$ cat config.mk
export PLATFORM = sky130hd
export DESIGN_NAME = tick_ctrl
export DESIGN_NICKNAME = d
export VERILOG_FILES = /design/src/rtl/tick_ctrl_pkg.sv /design/src/rtl/tick_prescaler.sv /design/src/rtl/tick_ctrl.sv
export SDC_FILE = /design/constraint.sdc
export NUM_CORES = 1
export LEC_CHECK = 0
export CORE_ASPECT_RATIO = 0.6
export CORE_MARGIN = 5
export CORE_UTILIZATION = 57
export CTS_CLUSTER_DIAMETER = 80
export CTS_CLUSTER_SIZE = 24
export DETAILED_ROUTE_END_ITERATION = 8
export PLACE_DENSITY = 0.92
export SYNTH_ARGS = -nofsm -noshare
export SYNTH_HDL_FRONTEND = slang
export SYNTH_SLANG_ARGS = --single-unit
export TNS_END_PERCENT = 100
$ cat constraint.sdc
create_clock -name clk_i -period 6.8 [get_ports clk_i]
set_input_delay 1.36 -clock clk_i [delete_from_list [all_inputs] [get_ports clk_i]]
set_output_delay 1.36 -clock clk_i [all_outputs]
set_load 0.02 [all_outputs]
$ cat src/rtl/tick_ctrl_pkg.sv
// Shared definitions for the tick controller: state encoding, default
// terminal counts and the ratio-index step.
package tick_ctrl_pkg;

  typedef enum logic [1:0] {
    ST_IDLE   = 2'd0,
    ST_RUN    = 2'd1,
    ST_PAUSE  = 2'd2,
    ST_RELOAD = 2'd3
  } state_e;

  localparam int unsigned LIM0_DEF = 32'h05F5_E0FF;
  localparam int unsigned LIM1_DEF = 32'h02FA_F07F;
  localparam int unsigned LIM2_DEF = 32'h017D_783F;
  localparam int unsigned LIM3_DEF = 32'h00BE_BC1F;

  function automatic logic [1:0] next_mode(input logic [1:0] mode);
    return mode + 2'd1;
  endfunction

endpackage

$ cat src/rtl/tick_prescaler.sv
// Prescaler: counts while enabled, wraps at the supplied limit and emits a
// registered one-cycle tick on the cycle after the wrap.
module tick_prescaler #(
  parameter int unsigned NR_BITS = 27
) (
  input  logic               clk_i,
  input  logic               rst_i,
  input  logic               clear,
  input  logic               enable,
  input  logic [NR_BITS-1:0] limit,
  output logic [NR_BITS-1:0] count,
  output logic               tc,
  output logic               tick
);

  localparam logic [NR_BITS-1:0] ONE_C  = {{(NR_BITS-1){1'b0}}, 1'b1};
  localparam logic [NR_BITS-1:0] ZERO_C = {NR_BITS{1'b0}};

  logic [NR_BITS-1:0] count_r;
  logic               tick_r;

  assign tc = enable && (count_r == limit);

  // Count register and tick register; clear dominates, hold when disabled.
  always_ff @(posedge clk_i or posedge rst_i) begin
    if (rst_i) begin
      count_r <= ZERO_C;
      tick_r  <= 1'b0;
    end else if (clear) begin
      count_r <= ZERO_C;
      tick_r  <= 1'b0;
    end else if (tc) begin
      count_r <= ZERO_C;
      tick_r  <= 1'b1;
    end else if (enable) begin
      count_r <= count_r + ONE_C;
      tick_r  <= 1'b0;
    end else begin
      count_r <= count_r;
      tick_r  <= 1'b0;
    end
  end

  assign count = count_r;
  assign tick  = tick_r;

endmodule

$ cat src/rtl/tick_ctrl.sv
// Run/pause/reload controller around the prescaler; owns ratio selection,
// the tick-pair phase and the every-second-tick strobe.
module tick_ctrl
  import tick_ctrl_pkg::*;
#(
  parameter int unsigned NR_BITS = 27,
  parameter int unsigned LIM0    = LIM0_DEF,
  parameter int unsigned LIM1    = LIM1_DEF,
  parameter int unsigned LIM2    = LIM2_DEF,
  parameter int unsigned LIM3    = LIM3_DEF
) (
  input  logic               clk_i,
  input  logic               rst_i,
  input  logic               start_i,
  input  logic               stop_i,
  input  logic               mode_i,
  output logic               tick_o,
  output logic               tick2_o,
  output logic               running_o,
  output logic [1:0]         mode_o,
  output logic [NR_BITS-1:0] count_o
);

  localparam logic [NR_BITS-1:0] LIM0_C = NR_BITS'(LIM0);
  localparam logic [NR_BITS-1:0] LIM1_C = NR_BITS'(LIM1);
  localparam logic [NR_BITS-1:0] LIM2_C = NR_BITS'(LIM2);
  localparam logic [NR_BITS-1:0] LIM3_C = NR_BITS'(LIM3);

  state_e             state_r, state_nxt_s;
  logic [1:0]         mode_r, mode_nxt_s;
  logic               phase_r, tick2_r, running_r;
  logic               clear_s, enable_s, phase_clr_s, tc_s;
  logic [NR_BITS-1:0] lim_s;

  // Terminal count for the active ratio.
  always_comb begin
    lim_s = LIM0_C;
    case (mode_r)
      2'd0:    lim_s = LIM0_C;
      2'd1:    lim_s = LIM1_C;
      2'd2:    lim_s = LIM2_C;
      2'd3:    lim_s = LIM3_C;
      default: lim_s = LIM0_C;
    endcase
  end

  // Next state and prescaler control; stop beats start beats mode.
  always_comb begin
    state_nxt_s = state_r;
    mode_nxt_s  = mode_r;
    clear_s     = 1'b0;
    enable_s    = 1'b0;
    phase_clr_s = 1'b0;
    case (state_r)
      ST_IDLE: begin
        clear_s = 1'b1;
        if (stop_i) begin
          state_nxt_s = ST_IDLE;
        end else if (start_i) begin
          state_nxt_s = ST_RUN;
        end else if (mode_i) begin
          mode_nxt_s = next_mode(mode_r);
        end else begin
          state_nxt_s = ST_IDLE;
        end
      end
      ST_RUN: begin
        // A stop freezes the count even on the terminal-count edge.
        if (stop_i) begin
          state_nxt_s = ST_PAUSE;
        end else if (start_i) begin
          enable_s = 1'b1;
        end else if (mode_i) begin
          state_nxt_s = ST_RELOAD;
          mode_nxt_s  = next_mode(mode_r);
          clear_s     = 1'b1;
        end else begin
          enable_s = 1'b1;
        end
      end
      ST_PAUSE: begin
        if (stop_i) begin
          state_nxt_s = ST_IDLE;
          clear_s     = 1'b1;
          phase_clr_s = 1'b1;
        end else if (start_i) begin
          state_nxt_s = ST_RUN;
        end else if (mode_i) begin
          state_nxt_s = ST_RELOAD;
          mode_nxt_s  = next_mode(mode_r);
          clear_s     = 1'b1;
        end else begin
          state_nxt_s = ST_PAUSE;
        end
      end
      ST_RELOAD: begin
        state_nxt_s = ST_RUN;
        clear_s     = 1'b1;
        phase_clr_s = 1'b1;
      end
      default: begin
        state_nxt_s = ST_IDLE;
        clear_s     = 1'b1;
        phase_clr_s = 1'b1;
      end
    endcase
  end

  // FSM, ratio, tick-pair phase and registered status outputs.
  always_ff @(posedge clk_i or posedge rst_i) begin
    if (rst_i) begin
      state_r   <= ST_IDLE;
      mode_r    <= 2'd0;
      phase_r   <= 1'b0;
      tick2_r   <= 1'b0;
      running_r <= 1'b0;
    end else begin
      state_r   <= state_nxt_s;
      mode_r    <= mode_nxt_s;
      running_r <= (state_nxt_s == ST_RUN);
      tick2_r   <= tc_s & phase_r;
      if (phase_clr_s) begin
        phase_r <= 1'b0;
      end else if (tc_s) begin
        phase_r <= ~phase_r;
      end else begin
        phase_r <= phase_r;
      end
    end
  end

  tick_prescaler #(
    .NR_BITS (NR_BITS)
  ) u_prescaler (
    .clk_i  (clk_i),
    .rst_i  (rst_i),
    .clear  (clear_s),
    .enable (enable_s),
    .limit  (lim_s),
    .count  (count_o),
    .tc     (tc_s),
    .tick   (tick_o)
  );

  assign tick2_o   = tick2_r;
  assign running_o = running_r;
  assign mode_o    = mode_r;

endmodule
======== Yosys cells after proc, flatten, opt, wreduce, memory -nomap -nowiden ========
Cells that the tools add are included.
Widths: inputs -> output; s select.
operators by class
  add/subtract/negate cells ............... 2
  eq/ne operators ......................... 8
  mux-type cells .......................... 29
  bitwise operators ....................... 4
  reduce and logical (&&, ||, !) cells .... 8
operator list
  cell                   count
  $pmux 27 s4            1
  $mux 27                3
  $add 27x1->27 const B  1
  $eq 27x27->1           1
  $mux 2                 8
  $mux 1                 14
  $eq 2x2->1 const B     4
  $pmux 2 s4             1
  $eq 2x1->1 const B     3
  $logic_not 2->1        2
  $reduce_and 4->1       1
  $not 1->1              3
  $pmux 1 s3             1
  $reduce_bool 3->1      1
  $reduce_or 3->1        1
  $add 2x1->2 const B    1
  $pmux 1 s2             1
  $reduce_bool 2->1      1
  $reduce_or 2->1        1
  $and 1x1->1            1
  $logic_and 1x1->1      1
storage, ports and cells
  flip-flop bits (word level) ............. 35
  bits of input ports ..................... 5
  output and inout port bits .............. 32

======== Logic depth before layout (Yosys ltp) ========
  depth after elaboration ................. 7
  depth in mapped cells ................... 8
  mapped depth without buffers ............ 7

======== By module ========
Synthesis repeated with hierarchy kept, for this count alone.
second synthesis, totals
  cells, all modules ...................... 266
  area total of the unflattened synthesis .. 2467.4 sq um
modules (own cells, without submodules)
  module          times used  cells an instance  area an instance (sq um)  sequential area each (sq um)
  tick_prescaler  1           206                1910.6                    700.7
  tick_ctrl       1           60                 556.8                     175.2

======== Least setup slack after synthesis ========
Ideal clock, no wire load.
  path kind ............................... input to register
  start ................................... input stop_i
  end ..................................... register u_prescaler.count_r[25], in the netlist u_prescaler.count[25]
  setup time .............................. 0.077 ns
  data arrival time ....................... 2.805 ns
  slack ................................... 3.918 ns
  cell stages on the path ................. 7
  buffers on the path ..................... 2
  cells stage by stage .................... clkbuf_1 > nand2_1 > and3_1 > clkbuf_1 > nand2_1 > or4_1 > a21oi_1
between the ends
  word-level cells in the longest chain between the ends .. 5
  elaborated cells on any way between the ends .. 9
  classes of those cells .................. mux (7); reduce/logical (2)
ends and longest elaborated chain
  what                    RTL line              RTL
  start: declaration      tick_ctrl.sv:15       input logic stop_i,
  $mux 1                  tick_ctrl.sv:69       if (stop_i) begin
  $mux 1                  tick_ctrl.sv:54       case (state_r)
  $logic_and 1x1->1       tick_prescaler.sv:22  assign tc = enable && (count_r == limit);
  $mux 27                 tick_prescaler.sv:32  end else if (tc) begin
  $mux 27                 tick_prescaler.sv:29  end else if (clear) begin
  end signal: assignment  tick_prescaler.sv:36  count_r <= count_r + ONE_C;
  end signal: assignment  tick_prescaler.sv:39  count_r <= count_r;
  end: declaration        tick_prescaler.sv:19  logic [NR_BITS-1:0] count_r;
Parallel ways exist; a longest one is shown, timed or not.
A chain may end at the register's enable or synchronous reset.

======== Final worst setup path ========
  start ................................... input start_i
  end ..................................... register u_prescaler.count_r[12], in the netlist u_prescaler.count[12]
between the ends
  word-level cells in the longest chain between the ends .. 6
  elaborated cells on any way between the ends .. 11
  classes of those cells .................. mux (9); reduce/logical (2)
ends and longest elaborated chain
  what                RTL line              RTL
  start: declaration  tick_ctrl.sv:14       input logic start_i,
  $mux 1              tick_ctrl.sv:71       end else if (start_i) begin
  $mux 1              tick_ctrl.sv:69
  $mux 1              tick_ctrl.sv:54
  $logic_and 1x1->1   tick_prescaler.sv:22
  $mux 27             tick_prescaler.sv:32
  $mux 27             tick_prescaler.sv:29
Parallel ways exist; a longest one is shown, timed or not.

==> run metrics <==
status finished clean; Tot Pwr 0.554 mW; RSZ-0062 raised after global routing false; top-count cell post-synth dfrtp_1; Initial Utilization 0.588; placed insts ~300; Min Hold Slack 557 ps; vias after detailed routing 1924; slew of the pin with the lowest slew margin 992 ps; Post-Synthesis Cells 230; Critical Path Source start_i; Final Hold Viols 0; Worst-Skew Late Latency between 200 and 300 ps; Post-CTS Hold Fix Bufs 0; Overall Global Routing Usage 0.232; area delta synth->final 22.2%; num ports 37; Resize count post-CTS 0; final setup vio count 0; dpl cell area 2530 sq um; endpoint type of the worst setup path flip-flop; GPL Wtd Cong approximately 0.9; synthesis warning total 0; syn nets approximately 250; drt wl/cell 17.2 um; CTS tree done; clock root buffer clkbuf_8; maxcap violations 0; GRT overflow 0; Power Dens Cells 212 nW/um^2; Synth top cells by count 35 x dfrtp_1, 20 x nor2_1, 13 x a21oi_1, 13 x nand2_1, 13 x nand3_1; Fin Clk Skew 7.03 ps; Core Util, Final 0.718; post-synthesis cell type count 44; largest area contributor in the netlist dfrtp_1; r2r worst-path depth 7; wire length on met2 2330 um; crit path DAT 3570 ps; reg2reg start mode_o[1]$_DFFE_PP0P_; DR top layer met4; period utilization 0.507; Antenna Nets Post-Route 0; main area contributors after synthesis dfrtp_1 41%, ha_1 7.0%, xor2_1 4.9%; Final Instance Area 2610 sq um; Via density about 6.1; vias in the first global route 1852; min Tclk post-route 3440 ps; required time of the critical path between 6000 and 7000 ps; clock slew at reported path FFs 70 ps; critical path type in2reg; part of the Yosys area used for sequential elements 0.410; HPWL Detailed 3740 um; Mapped Area 2140 sq um; top_reg_cell synth dfrtp_1; maximum fanout along the worst path 25; # diodes 0; FMAX a little under 0.3 GHz; fin. max-slew vios 0; TNS Setup 0 ps; worst-case clock buffer depth 2; PnR worst setup slack 3360 ps; width of the die ~90 um; Total Wirelength approximately 5400 um; flop2flop setup slack 3880 ps; Post-CTS Setup Bufs 0; Worst Hold Class reg2reg; Async SR Flop Fraction 1.00; Num CTS Buffers 5; H-tree depth 2; Synth Area per Inst 9.30 sq um; Die H 57.4 um; #FFs+latches synth 35; Core Footprint 3640 sq um; termination of the worst setup path u_prescaler.count[12]$_DFFE_PP0P_; end of the worst register-to-register path u_prescaler.count[12]$_DFFE_PP0P_; Port Buffer Count 36; slew margin rel. 0.339; worst slack, placed slightly above 3000 ps; share of layout cells above drive strength 1 0.0375; DR pass1 iterations 4; initial antenna violation count 0; DRC viols 0; Yosys top cell area share 0.410; number of synthesized flops with an enable pin 0; Worst setup SP type input pin; largest net degree at the start of global routing 36; Max VDD drop 0.163 mV; clock sink count 35; starting DRC count in detailed routing 207; Layout fillers 282; met3 WL 406 um; WL met1 2640 um; Pleak 1.05 nW; Non-Filler Instances 314; row count 17; first-pass GRT wire length 9230 um; Die Footprint 5120 sq um; nets 283
cell type report:
| type | instances | area (sq um) | area share |
|---|---|---|---|
| flip-flops and latches | 35 | 876 | 0.335 |
| repair buffers | 37 | 368 | 0.141 |
| well taps | 47 | 58.8 | 0.0225 |
| clock buffers | 7 | 76.3 | 0.0292 |
| inverters | 9 | 33.8 | 0.0129 |
| multi-input cells | 178 | 1190 | 0.457 |
| clock inverters | 1 | 5.00 | 0.00192 |
sequential cells by signal, summed over array words and instances (netlist names):
signal / cells
running_o: 1
u_prescaler.tick: 1
tick2_o: 1
mode_o: 2
state_r: 2
u_prescaler.count: 27
phase_r: 1
cell families (layout without fill, tap and decap cells):
| family | count (synthesis) | after routing | share of synthesized area |
|---|---|---|---|
| simple gates | 103 | 103 | 0.275 |
| compound gates | 47 | 47 | 0.147 |
| flops | 35 | 35 | 0.410 |
| buf+inv | 17 | 54 | 0.0316 |
| xor+xnor | 15 | 15 | 0.0614 |
| fa+ha+maj | 12 | 12 | 0.0702 |
| mux | 1 | 1 | 0.00468 |
critical path, cell delays in order:
cell,delay [ps]
clkdlybuf4s50_1,590
nand2b_1,160
nand3b_1,160
a2111o_1,380
o21ai_2,780
nor2_1,140
how the worst min path moves through the flow:
stage	startpoint	to	slack [ps]	cells past startpoint
after floorplan	phase_r$_DFFE_PP0P_	tick2_o$_DFF_PP0_	460	1
after global placement	phase_r$_DFFE_PP0P_	tick2_o$_DFF_PP0_	500	1
after detailed placement	phase_r$_DFFE_PP0P_	tick2_o$_DFF_PP0_	540	1
after CTS	phase_r$_DFFE_PP0P_	tick2_o$_DFF_PP0_	550	1
after global routing	phase_r$_DFFE_PP0P_	tick2_o$_DFF_PP0_	590	1
final	phase_r$_DFFE_PP0P_	tick2_o$_DFF_PP0_	560	1
placed cells by master, fill, tap and decap left out, drive strengths merged, types with 2 or more instances in the layout:
cell / n
clkdlybuf4s50: 36
dfrtp: 35
nor2: 20
nand3: 13
a21oi: 13
nand2: 13
xor2: 12
ha: 12
o21ai: 10
nand4: 9
inv: 9
o31ai: 9
or4: 8
and3: 7
clkbuf: 7
or3: 6
nor2b: 5
a211oi: 4
nor3b: 3
nand2b: 3
xnor2: 3
and4: 3
and2: 3
and3b: 2
nand3b: 2
a221oi: 2
routing by layer:
metal  vias up  track usage
li1        918            -
met1       934        0.355
met2        66        0.318
met3         6       0.0563
met4         0       0.0786
met5         -            0
where the power goes:
| group | switching [mW] | internal (mW) |
|---|---|---|
| logic | 0.108 | 0.0624 |
| clock network | 0.0752 | 0.0719 |
| registers | 0.0177 | 0.219 |
Power figures use the tool's default switching activity.
